File: config.mk
export PLATFORM = sky130hd
export DESIGN_NAME = acq_sampler
export DESIGN_NICKNAME = d
export VERILOG_FILES = /design/src/rtl/acq_pkg.sv /design/src/rtl/sample_strobe_gen.sv /design/src/rtl/acq_sampler.sv
export SDC_FILE = /design/constraint.sdc
export NUM_CORES = 1
export LEC_CHECK = 0
export BUFFER_PORTS_ARGS = -buffer_cell sky130_fd_sc_hd__buf_2
export CORE_MARGIN = 2
export CORE_UTILIZATION = 55
export DETAILED_ROUTE_END_ITERATION = 10
export GPL_TIMING_DRIVEN = 1
export PLACE_DENSITY = 0.72
export SYNTH_ARGS = -nofsm -noshare
export SYNTH_HDL_FRONTEND = slang
export SYNTH_SLANG_ARGS = --single-unit
File: constraint.sdc
create_clock -name clk -period 4.02 [get_ports clk]
set_clock_uncertainty 0.15 [all_clocks]
set_input_delay 0 -clock clk [delete_from_list [all_inputs] [get_ports clk]]
set_output_delay 0 -clock clk [all_outputs]
set_load 0.05 [all_outputs]
File: src/rtl/acq_pkg.sv
// Shared types and constants for the acquisition sampler.
package acq_pkg;

  // Channel count and batch length are both fixed at 16 in this design.
  localparam int unsigned NCH       = 16;
  localparam int unsigned BATCH_LEN = 16;
  localparam int unsigned BCNT_W    = 4;
  localparam int unsigned IDX_W     = 4;

  typedef enum logic [1:0] {
    StIdle,
    StRun,
    StOverflow
  } acq_state_e;

  // Index of the lowest set bit; returns 0 for an empty mask.
  function automatic logic [IDX_W-1:0] lowest_set(input logic [NCH-1:0] mask);
    lowest_set = '0;
    for (int i = NCH - 1; i >= 0; i--) begin
      if (mask[i]) lowest_set = IDX_W'(i);
    end
  endfunction

endpackage

File: src/rtl/sample_strobe_gen.sv
// Sample-period divider: strobe fires when the count reaches the divisor, then wraps to 0.
module sample_strobe_gen #(
  parameter int DIV_W = 8
) (
  input  logic             clk,
  input  logic             rst,
  input  logic             clear,
  input  logic [DIV_W-1:0] divisor,
  output logic             strobe
);

  logic [DIV_W-1:0] cnt_q;

  // Held off while cleared so the first active cycle starts from count 0.
  assign strobe = !clear && (cnt_q == divisor);

  // Period counter 0..divisor.
  always_ff @(posedge clk) begin
    if (rst || clear) begin
      cnt_q <= '0;
    end else if (strobe) begin
      cnt_q <= '0;
    end else begin
      cnt_q <= cnt_q + 1'b1;
    end
  end

endmodule

File: src/rtl/acq_sampler.sv
// Multi-channel acquisition sampler: captures 16 samples per channel, then emits one packed
// word per enabled channel to a downstream FIFO in ascending channel order.
// Optional build macro ACQ_SAMPLER_TEST_PATTERN_EN replaces the sample inputs with an
// internal counter that advances once per strobe.
module acq_sampler
  import acq_pkg::*;
#(
  parameter int NCH   = acq_pkg::NCH,
  parameter int DIV_W = 8
) (
  input  logic             clk,
  input  logic             rst,
  input  logic             acq_enable,
  input  logic             acq_reset,
  input  logic [DIV_W-1:0] clock_divisor,
  input  logic [NCH-1:0]   channel_enable,
  input  logic [NCH-1:0]   samples,
  input  logic             fifo_full,
  output logic [15:0]      fifo_data,
  output logic             fifo_write,
  output logic             fifo_overflow,
  output logic             running
);

  acq_state_e              state_q;
  logic [NCH-1:0]          en_snap_q;
  logic [DIV_W-1:0]        div_snap_q;
  logic [BCNT_W-1:0]       bcnt_q;
  logic [NCH-1:0][15:0]    shift_q;
  logic [NCH-1:0][15:0]    buf_q;
  logic [NCH-1:0]          pending_q;
  logic                    overflow_q;
  logic                    running_q;

  logic                    in_run;
  logic                    strobe;
  logic                    batch_done;
  logic                    has_pending;
  logic                    overflow_hit;
  logic [IDX_W-1:0]        pick;
  logic [NCH-1:0]          samp;

  assign in_run = (state_q == StRun);

  sample_strobe_gen #(
    .DIV_W(DIV_W)
  ) u_strobe (
    .clk    (clk),
    .rst    (rst),
    .clear  (!in_run),
    .divisor(div_snap_q),
    .strobe (strobe)
  );

`ifdef ACQ_SAMPLER_TEST_PATTERN_EN
  logic [15:0] tp_q;

  // Test-pattern counter: zero outside RUN, advances after every strobe.
  always_ff @(posedge clk) begin
    if (rst || !in_run) begin
      tp_q <= '0;
    end else if (strobe) begin
      tp_q <= tp_q + 1'b1;
    end
  end

  assign samp = NCH'(tp_q);
`else
  assign samp = samples;
`endif

  // Emission decode: lowest pending channel goes out, gated by FIFO space and RUN.
  always_comb begin
    has_pending  = |pending_q;
    pick         = lowest_set(pending_q);
    batch_done   = strobe && (bcnt_q == BCNT_W'(BATCH_LEN - 1));
    fifo_write   = has_pending && !fifo_full && in_run && !rst;
    overflow_hit = has_pending && fifo_full && in_run;
    fifo_data    = fifo_write ? buf_q[pick] : 16'h0000;
  end

  assign fifo_overflow = overflow_q;
  assign running       = running_q;

  // Control FSM with registered status outputs and run-time configuration snapshot.
  always_ff @(posedge clk) begin
    if (rst) begin
      state_q    <= StIdle;
      running_q  <= 1'b0;
      overflow_q <= 1'b0;
      en_snap_q  <= '0;
      div_snap_q <= '0;
    end else if (acq_reset) begin
      state_q    <= StIdle;
      running_q  <= 1'b0;
      overflow_q <= 1'b0;
    end else begin
      unique case (state_q)
        StIdle: begin
          if (acq_enable) begin
            state_q    <= StRun;
            running_q  <= 1'b1;
            en_snap_q  <= channel_enable;
            div_snap_q <= clock_divisor;
          end
        end
        StRun: begin
          // A blocked write is a lost word, which outranks a normal stop.
          if (overflow_hit) begin
            state_q    <= StOverflow;
            running_q  <= 1'b0;
            overflow_q <= 1'b1;
          end else if (!acq_enable) begin
            state_q   <= StIdle;
            running_q <= 1'b0;
          end
        end
        StOverflow: begin
          state_q <= StOverflow;
        end
        default: begin
          state_q   <= StIdle;
          running_q <= 1'b0;
        end
      endcase
    end
  end

  // Capture path: shift samples in on each strobe, hand off a full batch, drain pending.
  // Anything outside RUN discards partial batches and undelivered words.
  always_ff @(posedge clk) begin
    if (rst || acq_reset || !in_run) begin
      bcnt_q    <= '0;
      shift_q   <= '0;
      buf_q     <= '0;
      pending_q <= '0;
    end else begin
      if (strobe) begin
        bcnt_q <= bcnt_q + 1'b1;
        // Right shift so sample k of the batch ends up in bit k after 16 strobes.
        for (int c = 0; c < NCH; c++) begin
          shift_q[c] <= {samp[c], shift_q[c][15:1]};
        end
      end
      // A new batch load replaces the mask; the word emitted this cycle came from the old buffer.
      if (batch_done) begin
        for (int c = 0; c < NCH; c++) begin
          buf_q[c] <= {samp[c], shift_q[c][15:1]};
        end
        pending_q <= en_snap_q;
      end else if (fifo_write) begin
        pending_q[pick] <= 1'b0;
      end
    end
  end

endmodule

==> results.yml, run 1 <==
outcome:
  status: "finished clean"
placement:
  dpl.cell_count: 3142
  portBuffers: 63
  hpwlAfterDp_mm: 38.5
  place_congestion: 0.944
sta:
  clock.fmax_mhz: 253
  rsz0062_at_grt: "no"
  tns_ns: 0
  slew_headroom_pct: 13.5
  drv_slew: 0
  fin_crit_sh_pct: 98.2
  setup_viol: 0
  report.final.hold_viol_count: 0
  worstMarginPinSlew_ns: 1.30
  fin_crit_ns: 3.95
finish:
  nets: 2820
  drive_gt1_share_pct: 8.52
  fin_cells: 3328
  syn_to_final_growth_pct: 16.2
  antenna_cells: 0
  fillers: 3162
power_and_ir_drop:
  internal_power_uw: 8600
  clkPwrFrac_pct: 47.6
  power.switching_uw: 2340
  pwr-share-comb_pct: 2.2
  fin_total_pwr_uw: 10900
  power_leakage_uw: 0.00743
  ir_worst_vdd_mv: 0.420
  sequentialPowerShare_pct: 50.2
  sw_frac_of_total_pct: 21.4
  powerDensity_nw_per_um2: 445
run:
  max-cap-violations: 0
route:
  wl_per_cell_um: 18.5
  wirelength_mm: 61.7
  vias_per_cell: 5.75
  drt_first_pass_iters: 6
  routed-wl-met2_mm: 29.1
  route.met3.wl_mm: 4.05
  first_iter_violations: 1783
  wl_met1_mm: 26.3
  postRouteAntennaNets: 0
  via_count: 19126
  drc: 0
  top_layer: "met4"
setup_path:
  cp.arrival_ns: 3.80
  critPathMaxFanout: 8
  path_class: "flip-flop to output pin"
  worstPathRequired_ns: 3.87
  start_kind: "flip-flop"
  cp-end-kind: "output pin"
global_routing:
  grt_pass1_wl_mm: 95.4
  grt_overflow_total: 0
  grt_use_total_pct: 30.5
  antenna_found_initial: 0
  grt_pass1_vias: 17455
  grt_max_degree: 216
die:
  coreArea_um2: 37800
  die_y_um: 200
  start_util_pct: 56.0
  dieArea_um2: 40000
  std_cell_rows: 71
  io_pins: 64
  fp.dieW_um: 200
worst_hold_path:
  hp-class: "primary input to flip-flop"
logic_synthesis:
  synth_area_per_cell_um2: 7.71
  ys_ff_latch: 552
  syn_area_um2: 21100
  ys_types: 61
  synth_warnings: 0
  ys_seq_area_share_pct: 52.3
  syn_nets: 2787
  async_flop_share_pct: 0
  postSynthCellCount: 2740
  synth-edff-count: 0
  synthFlopType: "dfxtp_1"
cts:
  cts_root_buf: "clkbuf_16"
  clk_latency_ns: 0.61
  cts_made_buffers: 54
  clk_pin_slew_worst_paths_ns: 0.06
  ctsLongestPathBuffers: 3
  cts_tree: "yes"
  htreeDepth: 2
  cts.sinks: 552
critical path, stage by stage (launching register included):
cell	delay, ns
dfxtp_1	0.39
or4_1	0.60
nand2_1	0.20
or3_1	0.29
nand2b_1	0.33
o221ai_1	0.20
a211oi_1	0.59
o2111a_1	0.31
buf_2	0.27
placed cells by master (no fill, tap or decap), types with 5 or more instances in the layout:
master	netlist	layout
nor3_1	33	31
o22ai_1	67	67
inv_1	5	5
o221ai_1	18	18
o21ai_0	17	15
a2111oi_2	2	5
xnor2_1	13	13
clkbuf_16	0	55
dlygate4sd3_1	0	82
nand2_1	1074	1072
o22a_1	12	12
nand3_1	14	14
o211ai_1	16	16
nor2_1	43	43
nor4_2	2	6
a21oi_1	549	549
nand2b_1	8	8
clkinv_2	0	10
buf_4	3	34
buf_2	24	62
clkbuf_8	0	10
bufinv_16	0	5
dfxtp_1	552	551
or3_1	12	8
o32a_1	7	7
and4b_1	6	6
buf_12	0	12
clkbuf_1	180	14
layout make-up:
| class | instances | area [um^2] | area share, % |
|---|---|---|---|
| clock inverter | 21 | 267 | 1.09 |
| multi-input combinational | 1969 | 9380 | 38.2 |
| tap | 511 | 639 | 2.60 |
| clock buffer | 79 | 1570 | 6.38 |
| inverter | 5 | 18.8 | 0.0764 |
| sequential | 552 | 11100 | 45.0 |
| timing repair buffer | 191 | 1630 | 6.65 |
per-layer routing:
metal | vias up | global-route usage (%)
met5 | - | 0
met4 | 0 | 12.5
met3 | 122 | 4.49
met2 | 663 | 49.1
met1 | 9084 | 41.3
li1 | 9257 | -
cells by family (layout without fill, tap and decap cells):
group | count (synthesis) | after routing | synth area share (%)
AOI/OAI and AO/OA | 720 | 720 | 19.1
xor gates and xnor gates | 17 | 17 | 0.704
adders and majority gates | 2 | 2 | 0.118
buffers and inverters | 219 | 296 | 4.20
DFF | 552 | 552 | 52.3
and+or+nand+nor | 1230 | 1230 | 23.6
power by group through the flow:
stage	sequential, uW	combinational, uW	clock [uW]
2_1_floorplan	5610	108	0
3_3_place_gp	5610	177	0
3_5_place_dp	5610	177	0
4_1_cts	5490	232	5270
5_1_grt	5490	259	5480
6_report	5490	241	5210
synthesized netlist by cell type (all sizes together) (4+ instances only):
cell type  instances  share of area (%)
nand2           1074                 19
dfxtp            552                 52
a21oi            549                 13
clkbuf           181                3.2
o22ai             67                2.0
nor2              44               0.82
buf               33               0.89
nor3              33               0.78
o21ai             18               0.43
o221ai            18               0.75
o211ai            16               0.57
nand3             14               0.33
xnor2             13               0.54
nor4              12               0.56
o22a              12               0.50
or3               12               0.36
a2111oi            8               0.39
nand2b             8               0.24
nor4b              7               0.44
o32a               7               0.33
and4b              6               0.28
inv                5              0.089
or4                5               0.20
a211oi             4               0.14
o31ai              4               0.14
xor2               4               0.17
repair_timing:
item / in CTS / in global routing
setup buffers: 4 / 0
pin swaps: 0 / 0
setup endpoints to repair: 10 / 11
resized for setup: 14 / 19
hold endpoints to repair: 66 / 0
hold buffers: 82 / 0
path summary, 6_finish.rpt:
path	slack, ns	from	cells past startpoint	to
setup / recovery	0.07	pending_q[4]	8	fifo_data[14]
hold / removal	0.04	samples[8]	4	buf_q[143]
setup reg to reg	0.94	state_q[0]	8	buf_q[159]
hold reg to reg	0.30	shift_q[65]	2	buf_q[64]
sequential cells by signal, summed over array words and instances, names as in the netlist:
register / cells
fifo_overflow: 1
buf_q: 256
en_snap_q: 16
shift_q: 240
bcnt_q: 4
pending_q: 16
state_q: 2
u_strobe.cnt_q: 8
div_snap_q: 8
running: 1
stage by stage:
step	cell area, um^2	hold WS, ns	setup WS, ns	utilization (%)
2_1_floorplan	21100	-0.0732	0.353	-
3_3_place_gp	21700	0.0929	0.194	57.5
3_5_place_dp	21700	0.0994	0.154	57.5
4_1_cts	24400	0.0281	0.0182	64.7
5_1_grt	24600	0.0662	0.0235	65.0
6_report	24600	0.0443	0.0736	65.0
(Power assumes the default switching activity.)
==> run 2, diff against run 1 <==
--- a/config.mk
+++ b/config.mk
@@ -13,4 +13,5 @@
 export PLACE_DENSITY = 0.72
 export SYNTH_ARGS = -nofsm -noshare
 export SYNTH_HDL_FRONTEND = slang
+export SYNTH_HIERARCHICAL = 1
 export SYNTH_SLANG_ARGS = --single-unit
==> run 2 against run 1 <==
  * Power shrank 0.25%
  * Highest routed layer is now met5
  * Utilization shrank 1.3 points
  * Die area grew 3.5%
  * Worst hold slack gained 0.014 ns
  * Final cell count shrank 4.8%
  * Count of clock-buffer cells in the layout shrank 3
  * Sequential power is essentially flat
  * Setup slack gained 0.034 ns
  * Global-route usage shrank 3.7 points
==> results.yml, run 2 <==
setup_path:
  cp-end-kind: "output pin"
  worst-path-buf-inv: 3
  start_kind: "flip-flop"
  r2r_slack_ns: 0.83
  crit_family: "compound AO/OA/AOI/OAI gates"
  critPathMaxFanout: 17
  cp.arrival_ns: 3.76
  path_cells: "nand2b_1 > buf_4 > or3_1 > a21oi_2 > buf_4 > nand2_1 > a221o_1 > a311o_1 > a311oi_1 > buf_2"
  crit_top_cell: "buf_4"
  path_class: "flip-flop to output pin"
  worstPathRequired_ns: 3.87
  critPathSlowestCell: "a311oi_1"
  cp_slowest_stage_delay_ns: 0.55
placement:
  dpl.cell_count: 2985
  hpwlAfterDp_mm: 35.0
  place_congestion: 0.881
  place_ws_ns: 0.818
  portBuffers: 63
global_routing:
  grt_use_total_pct: 26.8
  grt_overflow_total: 0
  antenna_found_initial: 1
  grt_pass1_vias: 16927
  grt_max_degree: 191
  grt_pass1_wl_mm: 89.7
logic_synthesis:
  ys_ff_latch: 552
  synth_area_per_cell_um2: 8.58
  ys_seq_area_share_pct: 50.5
  synth_top_area_cell: "dfxtp_1"
  postSynthCellCount: 2552
  synth_warnings: 6
  async_flop_share_pct: 0
  synth-edff-count: 0
  ys_types: 61
  syn_nets: 2599
  synthTopCellsByCount: "660 x nand2_1, 552 x dfxtp_1, 325 x a21oi_1"
  synthTopCellsByArea: "dfxtp_1 50%, mux2i_1 14%, nand2_1 11%, a21oi_1 7.4%, nor2_1 4.7%"
  synthFlopType: "dfxtp_1"
  synth.most_common_cell: "nand2_1"
  synth_top_cell_area_share_pct: 50.5
  syn_area_um2: 21900
finish:
  post-route-util_pct: 63.8
  antenna_cells: 0
  fin_cells: 3168
  largestRegisters: "buf_q x256, shift_q x240"
  regMostFlops: "buf_q"
  nets: 2646
  final_common_cell: "nand2_1"
  syn_to_final_growth_pct: 15.2
  largest_reg_flops: 256
  layout_common_cells: "659 x nand2_1, 552 x dfxtp_1, 325 x a21oi_1"
  drive_gt1_share_pct: 8.32
sta:
  report.final.hold_viol_count: 0
  tns_ns: 0
  worst_slack_ns: 0.108
  slew_headroom_pct: 30.6
  fin_crit_ns: 3.91
  holdWs_ns: 0.0579
  setup_viol: 0
  fin_crit_sh_pct: 97.3
  worstMarginPinSlew_ns: 1.04
  rsz0062_at_grt: "no"
  clock.fmax_mhz: 256
  drv_slew: 0
outcome:
  status: "finished clean"
route:
  drc: 0
  postRouteAntennaNets: 0
  drt_first_pass_iters: 6
  vias_per_cell: 5.67
  via_count: 17963
  wl_per_cell_um: 17.7
  first_iter_violations: 1514
  wirelength_mm: 56.2
power_and_ir_drop:
  power.switching_uw: 2300
  pwr-share-comb_pct: 2.5
  internal_power_uw: 8610
  sequentialPowerShare_pct: 50.3
  power_leakage_uw: 0.00756
  powerDensity_nw_per_um2: 433
  clkPwrFrac_pct: 47.1
  ir_worst_vdd_mv: 0.333
  sw_frac_of_total_pct: 21.1
cts:
  clk_latency_ns: 0.60
  cts.sinks: 552
  clk_pin_slew_worst_paths_ns: 0.06
  postCtsSetupBuffers: 0
  cts_made_buffers: 55
  cts_tree: "yes"
  cts_root_buf: "clkbuf_16"
  ctsLongestPathBuffers: 3
  htreeDepth: 2
die:
  std_cell_rows: 73
  start_util_pct: 55.3
  die_y_um: 203
  dieArea_um2: 41400
  fp.dieW_um: 203
  coreArea_um2: 39500
  io_pins: 64
worst_hold_path:
  hp-class: "primary input to flip-flop"
run:
  max-cap-violations: 0
[run 2: cell count changes after synthesis, sizes merged, moves of 17 or more]
cell and change:
nand2 -414, mux2i +298, nor2 +229, a21oi -223, o22ai -56, nor3 -27, a211oi +21, o221ai -18
a221oi +17
[run 2: logic make-up (layout without fill, tap and decap cells)]
kind of cell    Yosys count  after routing  synth area share, %
flops                   552            552                 50.5
buf+inv                 202            293                 3.76
fa+ha+maj                 2              2                0.114
compound gates          481            481                 13.2
xor+xnor                 14             14                0.560
mux                     298            298                 13.6
simple gates           1003           1003                 18.2
[run 2: metrics by stage]
step / area, um^2 / total power [uW]
after CTS: 25200 / 11000
after global placement: 22600 / 5820
after detailed placement: 22600 / 5830
final: 25200 / 10900
after global routing: 25200 / 11200
after floorplan: 21900 / 5760
[run 2: worst paths after layout]
| check | from | to | cells past startpoint |
|---|---|---|---|
| max | state_q[0] | fifo_data[7] | 10 |
| min | samples[5] | buf_q[95] | 4 |
| max reg2reg | u_strobe/cnt_q[2] | buf_q[218] | 8 |
| min reg2reg | buf_q[227] | buf_q[227] | 2 |
[run 2: area by class of cell]
type / count / area (um^2)
Clock buffer: 76 / 1580
Timing Repair Buffer: 185 / 1600
Clock inverter: 25 / 249
Fill cell: 3177 / 14300
Sequential cell: 552 / 11100
Tap cell: 525 / 657
Inverter: 7 / 26.3
Multi-Input combinational cell: 1798 / 10100
[run 2: power groups by stage]
stage	sequential (uW)	clock (uW)	combinational [uW]
6_report	5490	5140	277
5_1_grt	5490	5440	293
3_5_place_dp	5610	0	215
4_1_cts	5490	5220	270
2_1_floorplan	5610	0	153
3_3_place_gp	5610	0	212
[run 2: per-layer routing]
layer / up-vias / GRT usage (%) / part of all wire, %
met5: - / 0 / 0.023
met4: 2 / 11.5 / 3.5
met3: 96 / 3.48 / 5.4
met2: 526 / 42.4 / 46
met1: 8593 / 37.1 / 45
li1: 8746 / - / -
[run 2: what timing repair did]
item | CTS | global route
gates resized for setup | 0 | 1
endpoints found under the hold margin | 76 | 0
hold buffers | 82 | 0
setup endpoints to repair | 0 | 1
[run 2: worst register-to-register path: stages, from the launching register on]
cell     delay (ns)
dfxtp_1        0.48
xor2_1         0.18
nor4_4         0.55
and3b_4        0.42
nand2_1        0.17
nor2_4         0.19
buf_12         0.40
nand2_1        0.41
a21oi_1        0.17
